### config.mk
export PLATFORM = sky130hd
export DESIGN_NAME = fifo_pop_reader
export DESIGN_NICKNAME = d
export VERILOG_FILES = /design/src/rtl/fifo_rd_pkg.sv /design/src/rtl/reader_skid_buf.sv /design/src/rtl/fifo_pop_reader.sv
export SDC_FILE = /design/constraint.sdc
export NUM_CORES = 1
export LEC_CHECK = 0
export CAP_MARGIN = 15
export CORE_AREA = 3 3 54 106
export CTS_BUF_LIST = sky130_fd_sc_hd__clkbuf_4 sky130_fd_sc_hd__clkbuf_8 sky130_fd_sc_hd__clkbuf_16
export DETAILED_ROUTE_END_ITERATION = 7
export DIE_AREA = 0 0 57 109
export GPL_ROUTABILITY_DRIVEN = 0
export PLACE_DENSITY = 0.78
export RECOVER_POWER = 100
export SLEW_MARGIN = 20
export SYNTH_ARGS = -nofsm -noshare
export SYNTH_HDL_FRONTEND = slang
export SYNTH_HIERARCHICAL = 1
export SYNTH_SLANG_ARGS = --single-unit
export TNS_END_PERCENT = 100
### constraint.sdc
create_clock -name clk -period 3.1 [get_ports clk]
set_input_delay 0.31 -clock clk [delete_from_list [all_inputs] [get_ports clk]]
set_output_delay 0.31 -clock clk [all_outputs]
set_load 0.1 [all_outputs]
### src/rtl/fifo_rd_pkg.sv
// Shared types for the FIFO pop reader: FSM encoding and output buffer depth.
package fifo_rd_pkg;

  typedef enum logic [1:0] {RD_IDLE, RD_RUN, RD_FLUSH} rd_state_t;

  localparam int BUF_DEPTH = 2;

endpackage

### src/rtl/reader_skid_buf.sv
// Two-entry in-order buffer between the FIFO pop path and the output stream.
// Entry 0 is always the head, so rdata never needs a mux.
module reader_skid_buf
  import fifo_rd_pkg::*;
#(
  parameter int bits = 16
) (
  input  logic            clk,
  input  logic            rst,
  input  logic            clr,
  input  logic            wr,
  input  logic [bits-1:0] wdata,
  input  logic            rd,
  output logic [bits-1:0] rdata,
  output logic [1:0]      cnt
);

  localparam logic [1:0] FULL = 2'(BUF_DEPTH);

  logic [bits-1:0] ent0_q, ent0_d, ent1_q, ent1_d;
  logic [1:0]      cnt_q, cnt_d;

  always_comb begin
    ent0_d = ent0_q;
    ent1_d = ent1_q;
    cnt_d  = cnt_q;
    if (clr) begin
      cnt_d = '0;
    end else begin
      unique case ({wr, rd})
        2'b10: begin
          if (cnt_q == 2'd0) begin
            ent0_d = wdata;
            cnt_d  = 2'd1;
          end else if (cnt_q < FULL) begin
            ent1_d = wdata;
            cnt_d  = cnt_q + 2'd1;
          end
        end
        2'b01: begin
          if (cnt_q != 2'd0) begin
            ent0_d = ent1_q;
            cnt_d  = cnt_q - 2'd1;
          end
        end
        2'b11: begin
          // Accept and refill together: occupancy is unchanged, head advances.
          if (cnt_q == 2'd1) begin
            ent0_d = wdata;
          end else if (cnt_q == FULL) begin
            ent0_d = ent1_q;
            ent1_d = wdata;
          end else begin
            ent0_d = wdata;
            cnt_d  = 2'd1;
          end
        end
        default: ;
      endcase
    end
  end

  always_ff @(posedge clk) begin
    if (rst) begin
      ent0_q <= '0;
      ent1_q <= '0;
      cnt_q  <= '0;
    end else begin
      ent0_q <= ent0_d;
      ent1_q <= ent1_d;
      cnt_q  <= cnt_d;
    end
  end

  assign rdata = ent0_q;
  assign cnt   = cnt_q;

endmodule

### src/rtl/fifo_pop_reader.sv
// Pops words from a fifo_flops read port into a 2-entry buffer and streams them out
// as valid/ready; a flush discards the buffer and drains the FIFO.
module fifo_pop_reader
  import fifo_rd_pkg::*;
#(
  parameter int bits  = 16,
  parameter int cnt_w = 16
) (
  input  logic             clk,
  input  logic             rst,
  input  logic             enable,
  input  logic             flush,
  output logic             flush_done,
  input  logic [bits-1:0]  fifo_dout,
  input  logic             fifo_pndng,
  output logic             fifo_pop,
  output logic [bits-1:0]  m_data,
  output logic             m_valid,
  input  logic             m_ready,
  output logic [cnt_w-1:0] word_count
);

  localparam logic [1:0] FULL = 2'(BUF_DEPTH);

  rd_state_t        state_q;
  logic             flush_done_q;
  logic [cnt_w-1:0] word_count_q;
  logic [1:0]       buf_cnt;
  logic             accept, flush_go, buf_wr;

  assign m_valid  = (buf_cnt != 2'd0);
  assign accept   = m_valid && m_ready;
  assign flush_go = flush && (state_q != RD_FLUSH);
  assign buf_wr   = fifo_pop && (state_q == RD_RUN);

  // Pop decision looks only at registered occupancy, keeping m_ready off this path.
  always_comb begin
    fifo_pop = 1'b0;
    if (!rst) begin
      unique case (state_q)
        RD_RUN:   fifo_pop = enable && fifo_pndng && (buf_cnt < FULL);
        RD_FLUSH: fifo_pop = fifo_pndng;
        default:  fifo_pop = 1'b0;
      endcase
    end
  end

  always_ff @(posedge clk) begin
    if (rst) begin
      state_q      <= RD_IDLE;
      flush_done_q <= 1'b0;
      word_count_q <= '0;
    end else begin
      flush_done_q <= 1'b0;
      if (accept) word_count_q <= word_count_q + cnt_w'(1);
      unique case (state_q)
        RD_IDLE: begin
          if (flush)       state_q <= RD_FLUSH;
          else if (enable) state_q <= RD_RUN;
        end
        RD_RUN: begin
          if (flush)        state_q <= RD_FLUSH;
          else if (!enable) state_q <= RD_IDLE;
        end
        RD_FLUSH: begin
          if (!fifo_pndng) begin
            flush_done_q <= 1'b1;
            state_q      <= enable ? RD_RUN : RD_IDLE;
          end
        end
        default: state_q <= RD_IDLE;
      endcase
    end
  end

  reader_skid_buf #(.bits(bits)) u_buf (
    .clk   (clk),
    .rst   (rst),
    .clr   (flush_go),
    .wr    (buf_wr),
    .wdata (fifo_dout),
    .rd    (accept),
    .rdata (m_data),
    .cnt   (buf_cnt)
  );

  assign flush_done = flush_done_q;
  assign word_count = word_count_q;

endmodule

==> results of run 1 <==
## through the flow
stage / worst slack [ns] / std cells / util, %
6_report: 0.601 / 378 / 63.4
4_1_cts: 0.568 / 378 / 64.7
3_3_place_gp: 0.595 / 370 / 61.9
2_1_floorplan: 0.181 / 264 / -
3_5_place_dp: 0.590 / 370 / 61.9
5_1_grt: 0.245 / 378 / 63.4
## worst max-delay path, delay by kind of cell, from the launching register on
| kind | cells | cell delay (ns) |
|---|---|---|
| buffers and inverters | 3 | 0.83 |
| AO/OA/AOI/OAI | 3 | 0.70 |
| flip-flops | 1 | 0.53 |
| AND/OR/NAND/NOR | 2 | 0.34 |
## sequential cells by signal, indices dropped and copies added, names as in the netlist
signal	flops
flush_done	1
u_buf/ent1_q	16
u_buf/cnt	2
word_count	16
state_q	2
u_buf/rdata	16
## kinds of logic after synthesis
family / Yosys count
fa+ha+maj: 10
simple gates: 93
compound gates: 38
flops: 53
mux: 36
xor+xnor: 11
buf+inv: 23
## worst min-delay path by stage
stage	end	slack (ns)	cells after the start
floorplan	flush_done$_SDFF_PP0_	0.39	1
global placement	u_buf/ent1_q[15]$_SDFFE_PP0P_	0.47	2
detailed placement	u_buf/ent1_q[7]$_SDFFE_PP0P_	0.48	2
CTS	u_buf/rdata[15]$_SDFFE_PP0P_	0.50	2
global route	u_buf/ent1_q[14]$_SDFFE_PP0P_	0.52	2
finish	u_buf/rdata[6]$_SDFFE_PP0P_	0.50	2
## synthesized netlist by cell type (all sizes together)
cell and instances:
nor2 46, nand3b 1, or3 6, and3 1
or2 2, a22oi 1, nor3b 1, inv 11
nand2 10, o211a 1, xnor2 8, buf 4
mux2i 35, a2111oi 1, xor2 3, mux2 1
o21ai 6, clkbuf 8, nand2b 1, a31oi 3
and2 1, nand3 4, o2111ai 2, a21oi 7
nor2b 3, a211oi 17, dfxtp 53, nand4 4
ha 10, or2b 2, nor4 4, nor3 7
## placed cells by master, fill, tap and decap left out, types with 6 or more instances in the layout
cell              n
dfxtp_1          53
nor2_1           46
mux2i_1          35
dlygate4sd3_1    23
clkdlybuf4s50_1  20
a211oi_1         16
clkbuf_1         12
inv_1            11
nand2_1          10
ha_1             10
xnor2_1           8
a21oi_1           7
nor3_1            6
## per-layer routing
metal,GRT usage [%],share of wire (%),up-vias
met1,19.7,42,928
met3,3.32,4.1,7
met2,31.7,52,45
li1,-,-,1028
met4,7.46,1.7,0
met5,0,0,-
## area by class of cell
cell class              count  share of cell area [%]
clock buffers               5                    2.19
clock inverters             3                    2.19
inverters                  11                    1.31
multi-input cells         188                    41.9
flip-flops and latches     53                    33.8
well taps                  57                    2.27
repair buffers             61                    16.4
## power by group
| group | switching [mW] | internal (mW) |
|---|---|---|
| combinational | 0.0591 | 0.0460 |
| sequential | 0.00417 | 0.685 |
| clock | 0.232 | 0.325 |
| total | 0.295 | 1.06 |
==> impl_metrics.json, run 1 <==
{
  "grt_start_max_net_pins": 55,
  "regToRegSetupSlack_ns": 0.60,
  "synth_compound_area_share_pct": 10.9,
  "holdWs_ns": 0.498,
  "critical_path.slowest_cell": "dfxtp_1",
  "max-vdd-ir-drop_v": 0.000431,
  "hp-start": "u_buf/rdata[6]$_SDFFE_PP0P_",
  "cts_root_buffer": "clkbuf_8",
  "synth-simple-area-share_pct": 18.5,
  "slowest_delay_ns": 0.53,
  "outcome": "finished clean",
  "fin_skew_ns": 0.0105,
  "p_total_mw": 1.35,
  "r2r.worst_path.cells": 8,
  "grtUsageTotal_pct": 17.6,
  "reg2reg_to": "u_buf/rdata[12]$_SDFFE_PP0P_",
  "syn-num-nets": 296,
  "crit_path_start_kind": "flop",
  "fin_crit_sh_pct": 80.6,
  "grt_pass1_wl_mm": 8.75,
  "coreArea_um2": 4950,
  "drtIter0Drc": 33,
  "crit_chain": "o21ai_0, inv_1, buf_4, or2b_1, a21oi_1, clkbuf_2, nor2_1, a211oi_1",
  "clock.fmax_ghz": 0.400,
  "fin_area_um2": 3140,
  "synth_top_area_share_pct": 42.7,
  "seq_area_frac_synth_pct": 42.7,
  "avgSynthCellArea_um2": 9.40,
  "required_ns": 3.32,
  "synth.area.mux_share_pct": 14.6,
  "netlist_instances": 264,
  "numCtsBuffers": 5,
  "drive_above_1_share_pct": 6.85,
  "synth_xor_area_share_pct": 3.88,
  "seqCellArea_um2": 1060,
  "hold_viol": 0,
  "ant_nets": 0,
  "synth_adder_area_share_pct": 5.04,
  "netlist_area_um2": 2480,
  "cts_setup_buffers": 0,
  "die_h_um": 109,
  "die_x_um": 57,
  "synth_cell_types": 41,
  "hpwl_mm": 3.63,
  "startpoint": "u_buf/cnt[1]$_SDFFE_PP0P_",
  "finalCriticalPeriod_ns": 2.50,
  "multi_input_area_um2": 1320,
  "finalSetupTns_ns": 0,
  "setup_viol": 0,
  "wl_per_cell_um": 13.5,
  "placed_area_um2": 3070,
  "routed-via-count": 2008,
  "cts.path.max_buffers": 2,
  "antenna_found_initial": 0,
  "cp-end-kind": "flop",
  "worst-setup-path-type": "flop to flop",
  "maxSlewHeadroom_pct": 20.6,
  "via_per_inst": 5.31,
  "worst_slew_pin_slew_ns": 1.20,
  "synth-seq-cells": 53,
  "start_util_pct": 50.1,
  "crit_fanout": 32,
  "std_cell_rows": 36,
  "synth_warnings": 6,
  "power.density_nw_per_um2": 430,
  "fillers": 433,
  "cts_tree": "done",
  "synth_top_family_by_area": "simple AND/OR/NAND/NOR gates",
  "critPathArrivalTime_ns": 2.71,
  "p_leak_nw": 1.27,
  "clkTransAtPathRegs_ns": 0.10,
  "route.detailed.drc": 0,
  "synth_area_leaders": "dfxtp_1 43%, mux2i_1 14%, nor2_1 7.0%, ha_1 5.0%, a211oi_1 4.8%",
  "gr-total-overflow": 0,
  "maxSlewViolCount": 0,
  "cts.repair.resized": 0,
  "clkLatencyLatePin_ns": 0.31,
  "r2r-start": "u_buf/cnt[1]$_SDFFE_PP0P_",
  "syn2layout_area_growth_pct": 26.6,
  "floorplan.die_area_um2": 6210,
  "port_buffers": 56,
  "hold_class": "flop to flop",
  "grt_pass1_vias": 1988,
  "maxCapViolCount": 0,
  "diodes": 0,
  "drt_pass1_iterations": 4,
  "rsz0062_at_grt": "false",
  "cts.sinks": 53,
  "htreeDepth": 2,
  "ctsHoldBuffers": 0,
  "cp-endpoint": "u_buf/rdata[12]$_SDFFE_PP0P_",
  "yosysTopAreaCell": "dfxtp_1",
  "drt_wl_total_mm": 5.11,
  "layout.nets": 352,
  "num_io_pins": 57
}
Power figures use the tool's default switching activity.
==> run 2, diff against run 1 <==
Clock period 3.1 ns to 2.6 ns, I/O delays scaled along.
==> run 2 against run 1 <==
  * Die area unchanged
  * Non-clock buffer count up 1
  * Critical path type unchanged
  * First-iteration DRC count increased by 15%
  * Largest power group unchanged
  * Cell count grew 0.26%
  * Count of clock-buffer cells in the layout grew 3
  * Clock skew shrank 0.0046 ns
==> impl_metrics.json, run 2 (same netlist as run 1, synthesis figures left out) <==
{
  "ctsHoldBuffers": 0,
  "layout.nets": 353,
  "fin_crit_sh_pct": 84.8,
  "required_ns": 2.80,
  "hold_depth": 2,
  "hpwl_mm": 3.82,
  "wl_per_cell_um": 13.7,
  "port_buffers": 56,
  "clkLatencyLatePin_ns": 0.32,
  "cp-end-kind": "flop",
  "setup_viol": 0,
  "start_util_pct": 50.1,
  "syn2layout_area_growth_pct": 23.2,
  "cts.sinks": 53,
  "drt_wl_total_mm": 5.21,
  "std_cell_rows": 36,
  "num_io_pins": 57,
  "clock.fmax_ghz": 0.454,
  "final_cell_mix": "52 x dfxtp_1, 46 x nor2_1, 35 x mux2i_1, 35 x clkbuf_1, 20 x clkdlybuf4s50_1",
  "critPathArrivalTime_ns": 2.41,
  "finalCriticalPeriod_ns": 2.21,
  "r2r.worst_path.cells": 9,
  "rsz0062_at_grt": "false",
  "clkTransAtPathRegs_ns": 0.09,
  "die_x_um": 57,
  "drtIter0Drc": 38,
  "grtUsageTotal_pct": 18.6,
  "route.detailed.drc": 0,
  "coreArea_um2": 4950,
  "cts.path.max_buffers": 2,
  "die_h_um": 109,
  "maxCapViolCount": 0,
  "max-vdd-ir-drop_v": 0.000529,
  "grt_start_max_net_pins": 55,
  "htreeDepth": 2,
  "ant_nets": 0,
  "finalSetupTns_ns": 0,
  "power.density_nw_per_um2": 495,
  "hold_end": "state_q[1]$_SDFFE_PP0P_",
  "regToRegSetupSlack_ns": 0.39,
  "antenna_found_initial": 0,
  "hold_class": "flop to flop",
  "drt_pass1_iterations": 4,
  "numCtsBuffers": 5,
  "cts_root_buffer": "clkbuf_8",
  "cts_setup_buffers": 0,
  "hold_viol": 0,
  "outcome": "finished clean",
  "maxSlewViolCount": 0,
  "crit_path_start_kind": "flop",
  "grt_pass1_vias": 2071,
  "layout_commonest_cell": "dfxtp_1",
  "cts.repair.resized": 0,
  "maxSlewHeadroom_pct": 21.5,
  "fin_skew_ns": 0.00586,
  "floorplan.die_area_um2": 6210,
  "hp-start": "state_q[1]$_SDFFE_PP0P_",
  "worst_slew_pin_slew_ns": 1.18,
  "via_per_inst": 5.30,
  "drive_above_1_share_pct": 9.63,
  "reg2reg_to": "u_buf/cnt[0]$_SDFFE_PP0P_",
  "cts_tree": "done",
  "final_core_util_pct": 61.7,
  "grt_pass1_wl_mm": 9.16,
  "worst-setup-path-type": "flop to flop",
  "routed-via-count": 2009,
  "diodes": 0,
  "gr-total-overflow": 0,
  "crit_fanout": 5,
  "r2r-start": "state_q[0]$_SDFFE_PP0P_",
  "p_leak_nw": 1.16
}
run 2: changes by cell type in the layout (fill, tap and decap cells not counted), sizes merged:
cell | previous run | this run
buf | 5 | 6
dlygate4sd3 | 23 | 0
inv | 12 | 11
bufinv | 2 | 0
clkbuf | 18 | 44
run 2: layer usage:
metal	track usage, %	vias to the layer above	share of wire [%]
met5	0	-	0
met2	34.8	45	53
met4	9.29	0	2.2
li1	-	1029	-
met1	19.1	927	40
met3	3.67	8	4.6
run 2: cell type report:
cell class / instances / area (µm²)
well taps: 57 / 71.3
inverters: 11 / 43.8
repair buffers: 62 / 417
flip-flops and latches: 53 / 1060
multi-input cells: 188 / 1350
clock buffers: 8 / 115
fillers: 471 / 1900
run 2: how the worst max path moves through the flow:
| stage | cells after the start | endpoint | startpoint |
|---|---|---|---|
| global placement | 8 | u_buf/rdata[12]$_SDFFE_PP0P_ | enable |
| global route | 9 | u_buf/cnt[0]$_SDFFE_PP0P_ | state_q[0]$_SDFFE_PP0P_ |
| detailed placement | 8 | u_buf/rdata[12]$_SDFFE_PP0P_ | enable |
| floorplan | 10 | u_buf/ent1_q[10]$_SDFFE_PP0P_ | state_q[1]$_SDFFE_PP0P_ |
| CTS | 7 | u_buf/ent1_q[3]$_SDFFE_PP0P_ | u_buf/cnt[1]$_SDFFE_PP0P_ |
| finish | 9 | u_buf/cnt[0]$_SDFFE_PP0P_ | state_q[0]$_SDFFE_PP0P_ |
run 2: per-stage QoR:
step	power (mW)	cell area, µm²	instances	setup slack [ns]	hold WS, ns
after floorplan	0.937	2590	264	-0.199	0.336
after global placement	0.994	3130	371	0.311	0.472
after detailed placement	0.997	3130	371	0.279	0.481
after CTS	1.54	3250	379	0.444	0.504
after global routing	1.57	3060	379	0.209	0.526
final	1.52	3060	379	0.395	0.494
run 2: worst max-delay path, cell delays in order (launching register included):
cell       delay, ns
dfxtp_1         0.42
inv_1           0.12
ha_1            0.28
a31oi_1         0.26
nor3_4          0.08
and2_4          0.17
o211a_1         0.13
a31oi_1         0.24
nor2_1          0.06
a2111oi_0       0.33
run 2: power by group:
group	switching [mW]	internal, mW
logic	0.0776	0.0617
clock network	0.266	0.286
registers	0.00650	0.817
total	0.350	1.16
